[config.mk]
export PLATFORM = sky130hd
export DESIGN_NAME = irq_sched
export DESIGN_NICKNAME = d
export VERILOG_FILES = /design/src/rtl/irq_sched_pkg.sv /design/src/rtl/irq_sched_prio.sv /design/src/rtl/irq_sched.sv
export SDC_FILE = /design/constraint.sdc
export NUM_CORES = 1
export LEC_CHECK = 0
export ABC_CLOCK_PERIOD_IN_PS = 5500
export CAP_MARGIN = 20
export CORE_UTILIZATION = 42
export DETAILED_ROUTE_END_ITERATION = 10
export GPL_ROUTABILITY_DRIVEN = 1
export GPL_TIMING_DRIVEN = 0
export PLACE_DENSITY = 0.85
export SLEW_MARGIN = 10
export SYNTH_ARGS = -nofsm -noshare
export SYNTH_HDL_FRONTEND = slang
export SYNTH_HIERARCHICAL = 1
export SYNTH_SLANG_ARGS = --single-unit
[constraint.sdc]
create_clock -name clk -period 5.5 [get_ports clk]
set_input_delay 1.1 -clock clk [delete_from_list [all_inputs] [get_ports clk]]
set_output_delay 1.1 -clock clk [all_outputs]
set_load 0.05 [all_outputs]
[src/rtl/irq_sched_pkg.sv]
// Shared definitions for the interrupt scheduler: cause codes, privilege
// encodings, scheduler states and the fixed interrupt priority ranking.
package irq_sched_pkg;

  localparam logic [3:0] CAUSE_MEI = 4'd11;
  localparam logic [3:0] CAUSE_MSI = 4'd3;
  localparam logic [3:0] CAUSE_MTI = 4'd7;
  localparam logic [3:0] CAUSE_SEI = 4'd9;
  localparam logic [3:0] CAUSE_SSI = 4'd1;
  localparam logic [3:0] CAUSE_STI = 4'd5;

  localparam logic [1:0] M_MODE = 2'b11;
  localparam logic [1:0] S_MODE = 2'b01;
  localparam logic [1:0] U_MODE = 2'b00;

  typedef enum logic [1:0] {
    IDLE  = 2'd0,
    REQ   = 2'd1,
    BLANK = 2'd2,
    WFI   = 2'd3
  } irqstate_t;

  // Larger rank wins; rank 0 means the bit never raises an interrupt.
  function automatic logic [2:0] prio_rank(input logic [3:0] cause);
    case (cause)
      CAUSE_MEI: prio_rank = 3'd6;
      CAUSE_MSI: prio_rank = 3'd5;
      CAUSE_MTI: prio_rank = 3'd4;
      CAUSE_SEI: prio_rank = 3'd3;
      CAUSE_SSI: prio_rank = 3'd2;
      CAUSE_STI: prio_rank = 3'd1;
      default:   prio_rank = 3'd0;
    endcase
  endfunction

endpackage

[src/rtl/irq_sched_prio.sv]
// Combinational eligibility filter and fixed-priority encoder; selects the
// most urgent enabled, pending and currently takeable interrupt.
module irq_prio
  import irq_sched_pkg::*;
#(
  parameter bit S_SUPPORTED = 1'b1
) (
  input  logic [11:0] pend,
  input  logic [11:0] deleg,
  input  logic [1:0]  mode,
  input  logic        status_mie,
  input  logic        status_sie,
  output logic        valid,
  output logic [3:0]  cause,
  output logic        to_s
);

  logic [11:0] m_level;
  logic [11:0] elig;
  logic        m_ok;
  logic        s_ok;
  logic [2:0]  best_rank;
  logic [2:0]  rank;

  assign m_level = S_SUPPORTED ? ~deleg : 12'hfff;
  assign m_ok    = (mode != M_MODE) | status_mie;
  // S-level interrupts are never taken while running in M mode.
  assign s_ok    = (mode == U_MODE) | ((mode == S_MODE) & status_sie);
  assign elig    = pend & ((m_level & {12{m_ok}}) | (~m_level & {12{s_ok}}));

  // NOTE: every variable driven here gets a default first so no latch is inferred.
  always_comb begin
    best_rank = 3'd0;
    rank      = 3'd0;
    cause     = 4'd0;
    to_s      = 1'b0;
    for (int i = 0; i < 12; i++) begin
      rank = prio_rank(4'(i));
      if (elig[i] && (rank > best_rank)) begin
        best_rank = rank;
        cause     = 4'(i);
        to_s      = ~m_level[i];
      end
    end
    valid = (best_rank != 3'd0);
  end

endmodule

[src/rtl/irq_sched.sv]
// Interrupt scheduler: holds a stable request for the trap logic until it is
// acknowledged, and sequences WFI wake-up and the TW timeout.
module irq_sched
  import irq_sched_pkg::*;
#(
  parameter bit S_SUPPORTED      = 1'b1,
  parameter bit U_SUPPORTED      = 1'b1,
  parameter int WFI_TIMEOUT_BITS = 4
) (
  input  logic        clk,
  input  logic        reset,
  input  logic        StallW,
  input  logic [11:0] MIP_REGW,
  input  logic [11:0] MIE_REGW,
  input  logic [11:0] MIDELEG_REGW,
  input  logic [1:0]  PrivilegeModeW,
  input  logic        STATUS_MIE,
  input  logic        STATUS_SIE,
  input  logic        STATUS_TW,
  input  logic        TrapM,
  input  logic        mretM,
  input  logic        sretM,
  input  logic        wfiM,
  output logic        InterruptM,
  output logic [3:0]  IntCauseM,
  output logic        IntToSM,
  output logic        WFIWakeM,
  output logic        WFITimeoutM
);

  irqstate_t                   state_q, state_d;
  logic [3:0]                  cause_q, cause_d;
  logic                        tos_q, tos_d;
  logic [WFI_TIMEOUT_BITS-1:0] count_q, count_d;

  logic [11:0] pend;
  logic        sel_valid;
  logic [3:0]  sel_cause;
  logic        sel_to_s;
  logic        cnt_en;
  logic        timeout;
  logic        wake;

  assign pend = MIP_REGW & MIE_REGW;

  irq_prio #(.S_SUPPORTED(S_SUPPORTED)) u_prio (
    .pend       (pend),
    .deleg      (MIDELEG_REGW),
    .mode       (PrivilegeModeW),
    .status_mie (STATUS_MIE),
    .status_sie (STATUS_SIE),
    .valid      (sel_valid),
    .cause      (sel_cause),
    .to_s       (sel_to_s)
  );

  // Wake-up ignores global enables and delegation: any enabled pending bit ends WFI.
  assign cnt_en  = STATUS_TW & U_SUPPORTED & (PrivilegeModeW != M_MODE);
  assign timeout = (state_q == WFI) & cnt_en & (&count_q);
  assign wake    = (pend != 12'd0) | timeout;

  always_comb begin
    state_d = state_q;
    cause_d = cause_q;
    tos_d   = tos_q;
    count_d = count_q;
    unique case (state_q)
      IDLE: begin
        if (sel_valid) begin
          state_d = REQ;
          cause_d = sel_cause;
          tos_d   = sel_to_s;
        end else if (wfiM) begin
          state_d = WFI;
          count_d = '0;
        end else if (mretM | sretM) begin
          state_d = BLANK;
        end
      end
      REQ: begin
        if (TrapM) begin
          state_d = BLANK;
        end else if (!sel_valid) begin
          state_d = IDLE;
        end else begin
          cause_d = sel_cause;
          tos_d   = sel_to_s;
        end
      end
      BLANK: state_d = IDLE;
      WFI: begin
        if (TrapM) begin
          state_d = BLANK;
        end else if (wake) begin
          state_d = IDLE;
        end else if (cnt_en) begin
          count_d = count_q + 1'b1;
        end
      end
      default: state_d = IDLE;
    endcase
  end

  // NOTE: sequential state uses non-blocking assignments so every flop samples pre-edge values.
  always_ff @(posedge clk) begin
    if (reset) begin
      state_q <= IDLE;
      cause_q <= 4'd0;
      tos_q   <= 1'b0;
      count_q <= '0;
    end else if (!StallW) begin
      state_q <= state_d;
      cause_q <= cause_d;
      tos_q   <= tos_d;
      count_q <= count_d;
    end
  end

  assign InterruptM  = (state_q == REQ);
  assign IntCauseM   = (state_q == REQ) ? cause_q : 4'd0;
  assign IntToSM     = (state_q == REQ) & tos_q;
  assign WFIWakeM    = (state_q == WFI) & wake;
  assign WFITimeoutM = timeout;

endmodule

# Yosys cells after proc, flatten, opt, wreduce, memory -nomap -nowiden

Cells that the tools add are included.

Bits in registers: 11
Bits of input ports: 48
Output and inout bits: 8
Logic and storage cells: 132

Add/subtract/negate cells: 1
$lt $le $gt $ge: 10
Eq/ne operators: 14
Muxes and demuxes: 54
Bitwise logic cells: 29
Reduce and logical (&&, ||, !) cells: 20

Operators with widths:

| kind                                                                   | count |
|---|---|
| 4-bit 2-to-1 mux                                                       | 17 |
| 12-bit bitwise AND                                                     | 4 |
| 3-bit 2-to-1 mux                                                       | 10 |
| 12-bit inverter                                                        | 2 |
| 1-bit by 3-bit > comparator with 1-bit output (first input constant)   | 6 |
| 2-bit 2-to-1 mux                                                       | 9 |
| 4-bit case mux with 2 select lines                                     | 2 |
| 1-bit 2-to-1 mux                                                       | 14 |
| 2-bit != test (second input constant)                                  | 7 |
| 1-bit inverter                                                         | 12 |
| 12-bit bitwise OR                                                      | 1 |
| 12-bit nonzero test                                                    | 1 |
| 1-bit logical AND                                                      | 10 |
| 3-bit > comparator (first input constant)                              | 3 |
| 2-bit case mux with 4 select lines                                     | 1 |
| 4-bit AND reduction                                                    | 2 |
| 7-bit AND reduction                                                    | 1 |
| 1-bit bitwise AND                                                      | 6 |
| 3-bit != test (second input constant)                                  | 2 |
| 4-bit by 1-bit adder with 4-bit output (second input constant)         | 1 |
| 2-bit by 1-bit equality test with 1-bit output (second input constant) | 2 |
| 2-bit equality test (second input constant)                            | 2 |
| 2-bit logical NOT                                                      | 2 |
| 4-bit != test (second input constant)                                  | 1 |
| other kinds (6)                                                        | 10 |

# Depth between registers and ports, before layout

Word-level depth: 41
Gate-level depth with buffers: 11

# By module

The synthesis kept the hierarchy.

Modules (own cells, without submodules):

| module    | instances | cells each | area each (um^2) | sequential area each (um^2) |
|---|---|---|---|---|
| irq_sched | 1         | 100        | 755.7            | 220.2 |
| irq_prio  | 1         | 42         | 301.5            | 0.0 |

# Least setup slack after synthesis

OpenSTA, ideal clock, no wires.

Path type: input to output
Start: in MIP_REGW[6]
End: out WFIWakeM
Data arrival time: 2.469 ns
Slack: 1.931 ns
Cell stages on the path: 4
Path through: and2_4 -> or4_4 -> nor3_1 -> a21oi_1

Word-level cells in the longest chain between the ends: 4

RTL lines:

| element             | line             | text |
|---|---|---|
| from (decl)         | irq_sched.sv:13  | `input logic [11:0] MIP_REGW,` |
| 12-bit bitwise AND  | irq_sched.sv:44  | `assign pend = MIP_REGW & MIE_REGW;` |
| 12-bit nonzero test | irq_sched.sv:60  | `assign wake = (pend != 12'd0) \| timeout;` |
| 1-bit bitwise OR    | irq_sched.sv:60  |  |
| 1-bit bitwise AND   | irq_sched.sv:122 | `assign WFIWakeM = (state_q == WFI) & wake;` |
| to (decl)           | irq_sched.sv:27  | `output logic WFIWakeM,` |

Every way passes these cells.

# Worst setup path in the final report

Start: in MIP_REGW[6]
End: out WFIWakeM

Word-level cells in the longest chain between the ends: 4

RTL lines:

| element             | line             | text |
|---|---|---|
| 12-bit bitwise AND  | irq_sched.sv:44  |  |
| net pend[6]         | irq_sched.sv:36  | `logic [11:0] pend;` |
| 12-bit nonzero test | irq_sched.sv:60  |  |
| 1-bit bitwise OR    | irq_sched.sv:60  |  |
| 1-bit bitwise AND   | irq_sched.sv:122 |  |

The timed path passes the listed nets, and every way through them passes these cells.

==> qor.yml <==
critical_path:
  cp_slowest_cell: "clkdlybuf4s50_1"
  cpMostUsedCell: "clkdlybuf4s50_1"
  cp-end-kind: "output pin"
  critPathBufInv: 2
  rrSetupSlack_ns: 3.80
  critical_path_class: "input port to output pin"
  cp.depth: 6
  critical_path.cell_chain: "clkdlybuf4s50_1 > and2_4 > or4_4 > nor3_1 > a21oi_1 > clkdlybuf4s50_1"
  timing.rr.end: "count_q[2]$_SDFFE_PP0P_"
  required_ns: 4.40
  endpoint: "WFIWakeM"
  r2r-start: "count_q[0]$_SDFFE_PP0P_"
  startpoint: "MIP_REGW[6]"
  arrival_ns: 3.48
  path_delay_family: "simple AND/OR/NAND/NOR gates"
  worst-r2r-cell-count: 6
  worst_path_largest_cell_delay_ns: 0.72
  crit_fanout: 4
  start_kind: "input port"
clocking:
  post_cts_buffers: 0
  cts_tree: "yes"
  ctsHoldBuffers: 0
  clkLatencyLatePin_ns: 0.27
  cts_root_buf: "clkbuf_4"
  clk_pin_slew_worst_paths_ns: 0.07
  cts_resized: 0
  cts_sinks: 11
  h-tree-depth: 1
  cts_buffer_depth: 2
  cts_buffers: 3
place:
  dpl-instance-area_um2: 1572
  hpwl_mm: 2.397
  io_buffers: 49
  dpl_worst_slack_ns: 0.9540
  routabilityCongestion: 0.8276
grt:
  overflow: 0
  grt_use_total_pct: 23.33
  grt_max_degree: 11
  antenna_found_initial: 0
  grt_pass1_vias: 1218
  grt_pass1_wl_mm: 4.740
layout:
  regArea_um2: 220.2
  fillCellCount: 194
  final_nets: 242
  syn_to_final_growth_pct: 52.75
  multi_input_area_um2: 773.2
  num_antenna_cells: 0
  fin_area_um2: 1598
  drive_above_1_share_pct: 8.854
detailed_routing:
  firstDrtPassIters: 4
  routedWlPerCell_um: 13.13
  via_count: 1239
  routed_via_density: 5.632
  drc: 0
  wirelength_mm: 2.889
  drtAntennaViolNets: 0
  drtIter0Drc: 30
power:
  fin_total_pwr_uw: 241.0
  powerDensity_nw_per_um2: 150.8
  p_leak_uw: 0.0006502
  ir_worst_vdd_v: 0.0001082
synth:
  syn_area_um2: 1046
  avgSynthCellArea_um2: 7.525
  ys_warn_count: 6
  syn-num-nets: 188
  synthCells: 139
timing:
  finalCritPeriodShare_pct: 83.20
  relSlewSlack_pct: 65.56
  skew_ns: 0.003745
  setup-violations-final: 0
  finalHoldViolCount: 0
  setup_tns_ns: 0
  max_freq_mhz: 218.5
  setup_ws_ns: 0.9240
  rsz0062_at_grt: "false"
  whs_ns: 0.4970
  fin_crit_ns: 4.576
  worstMarginPinSlew_ns: 0.5149
  maxSlewViolCount: 0
floorplan:
  dieArea_um2: 2694
  die_h_um: 51.91
  start_util_pct: 45.96
  num_io_pins: 56
  num_rows: 17
  fp.dieW_um: 51.91
  core_um2: 2276
job:
  maxCapViolCount: 0
hold_path:
  holdCritPathClass: "flip-flop to flip-flop"
run_status:
  outcome: "finished, final reports clean"
==> per-stage QoR <==
stage,cells,utilization [%]
finish,220,70.20
CTS,220,70.20
global route,220,70.20
global placement,216,69.05
floorplan,139,-
detailed placement,216,69.05
==> cell usage in the layout, fill, tap and decap left out, types with 2 or more instances in the layout <==
cell             count
a211o_1              2
a21oi_1              4
a31oi_1              3
and2_1               7
and2_4               2
clkbuf_1             2
clkbuf_4             3
clkdlybuf4s50_1     49
dfxtp_1             11
inv_1               11
mux2i_1              7
nand2_1             19
nand2b_1             3
nand3_1              8
nand3b_1             2
nand4_1              5
nor2_1              11
nor2b_1              5
nor3_1               4
o21a_4               2
o21ai_0              4
o221ai_1             2
o22ai_1              2
or2_1                2
or4_1                3
==> routing by layer <==
layer  vias to the layer above  track usage (%)  wire length, um
met3                         2            4.386              159
met5                         -                0                0
met4                         0            7.207               17
li1                        617                -                -
met2                        41            45.73             1562
met1                       579            24.30             1149
==> cell type report <==
cell class | count | area share [%]
Timing Repair Buffer | 49 | 30.70
Buffer | 2 | 0.7048
Clock buffer | 4 | 1.644
Inverter | 11 | 2.584
Sequential cell | 11 | 13.78
Tap cell | 28 | 2.193
Multi-Input combinational cell | 115 | 48.39
==> sequential cells by signal, summed over array words and instances (netlist names) <==
name	flops
count_q	4
tos_q	1
state_q	2
cause_q	4
==> worst min-delay path by stage <==
| stage | to | from | cells past startpoint |
|---|---|---|---|
| finish | count_q[0]$_SDFFE_PP0P_ | count_q[0]$_SDFFE_PP0P_ | 1 |
| global route | cause_q[3]$_SDFFE_PP0P_ | cause_q[3]$_SDFFE_PP0P_ | 2 |
| CTS | count_q[0]$_SDFFE_PP0P_ | count_q[0]$_SDFFE_PP0P_ | 1 |
| detailed placement | cause_q[3]$_SDFFE_PP0P_ | cause_q[3]$_SDFFE_PP0P_ | 2 |
| global placement | count_q[1]$_SDFFE_PP0P_ | count_q[1]$_SDFFE_PP0P_ | 2 |
| floorplan | count_q[1]$_SDFFE_PP0P_ | count_q[1]$_SDFFE_PP0P_ | 2 |
==> power breakdown <==
group / leakage, uW / internal, uW / switching [uW]
clock network: 0.0000150 / 28.1 / 30.2
registers: 0.0000894 / 83.5 / 3.73
logic: 0.000546 / 52.6 / 42.9
(Power assumes the default switching activity.)
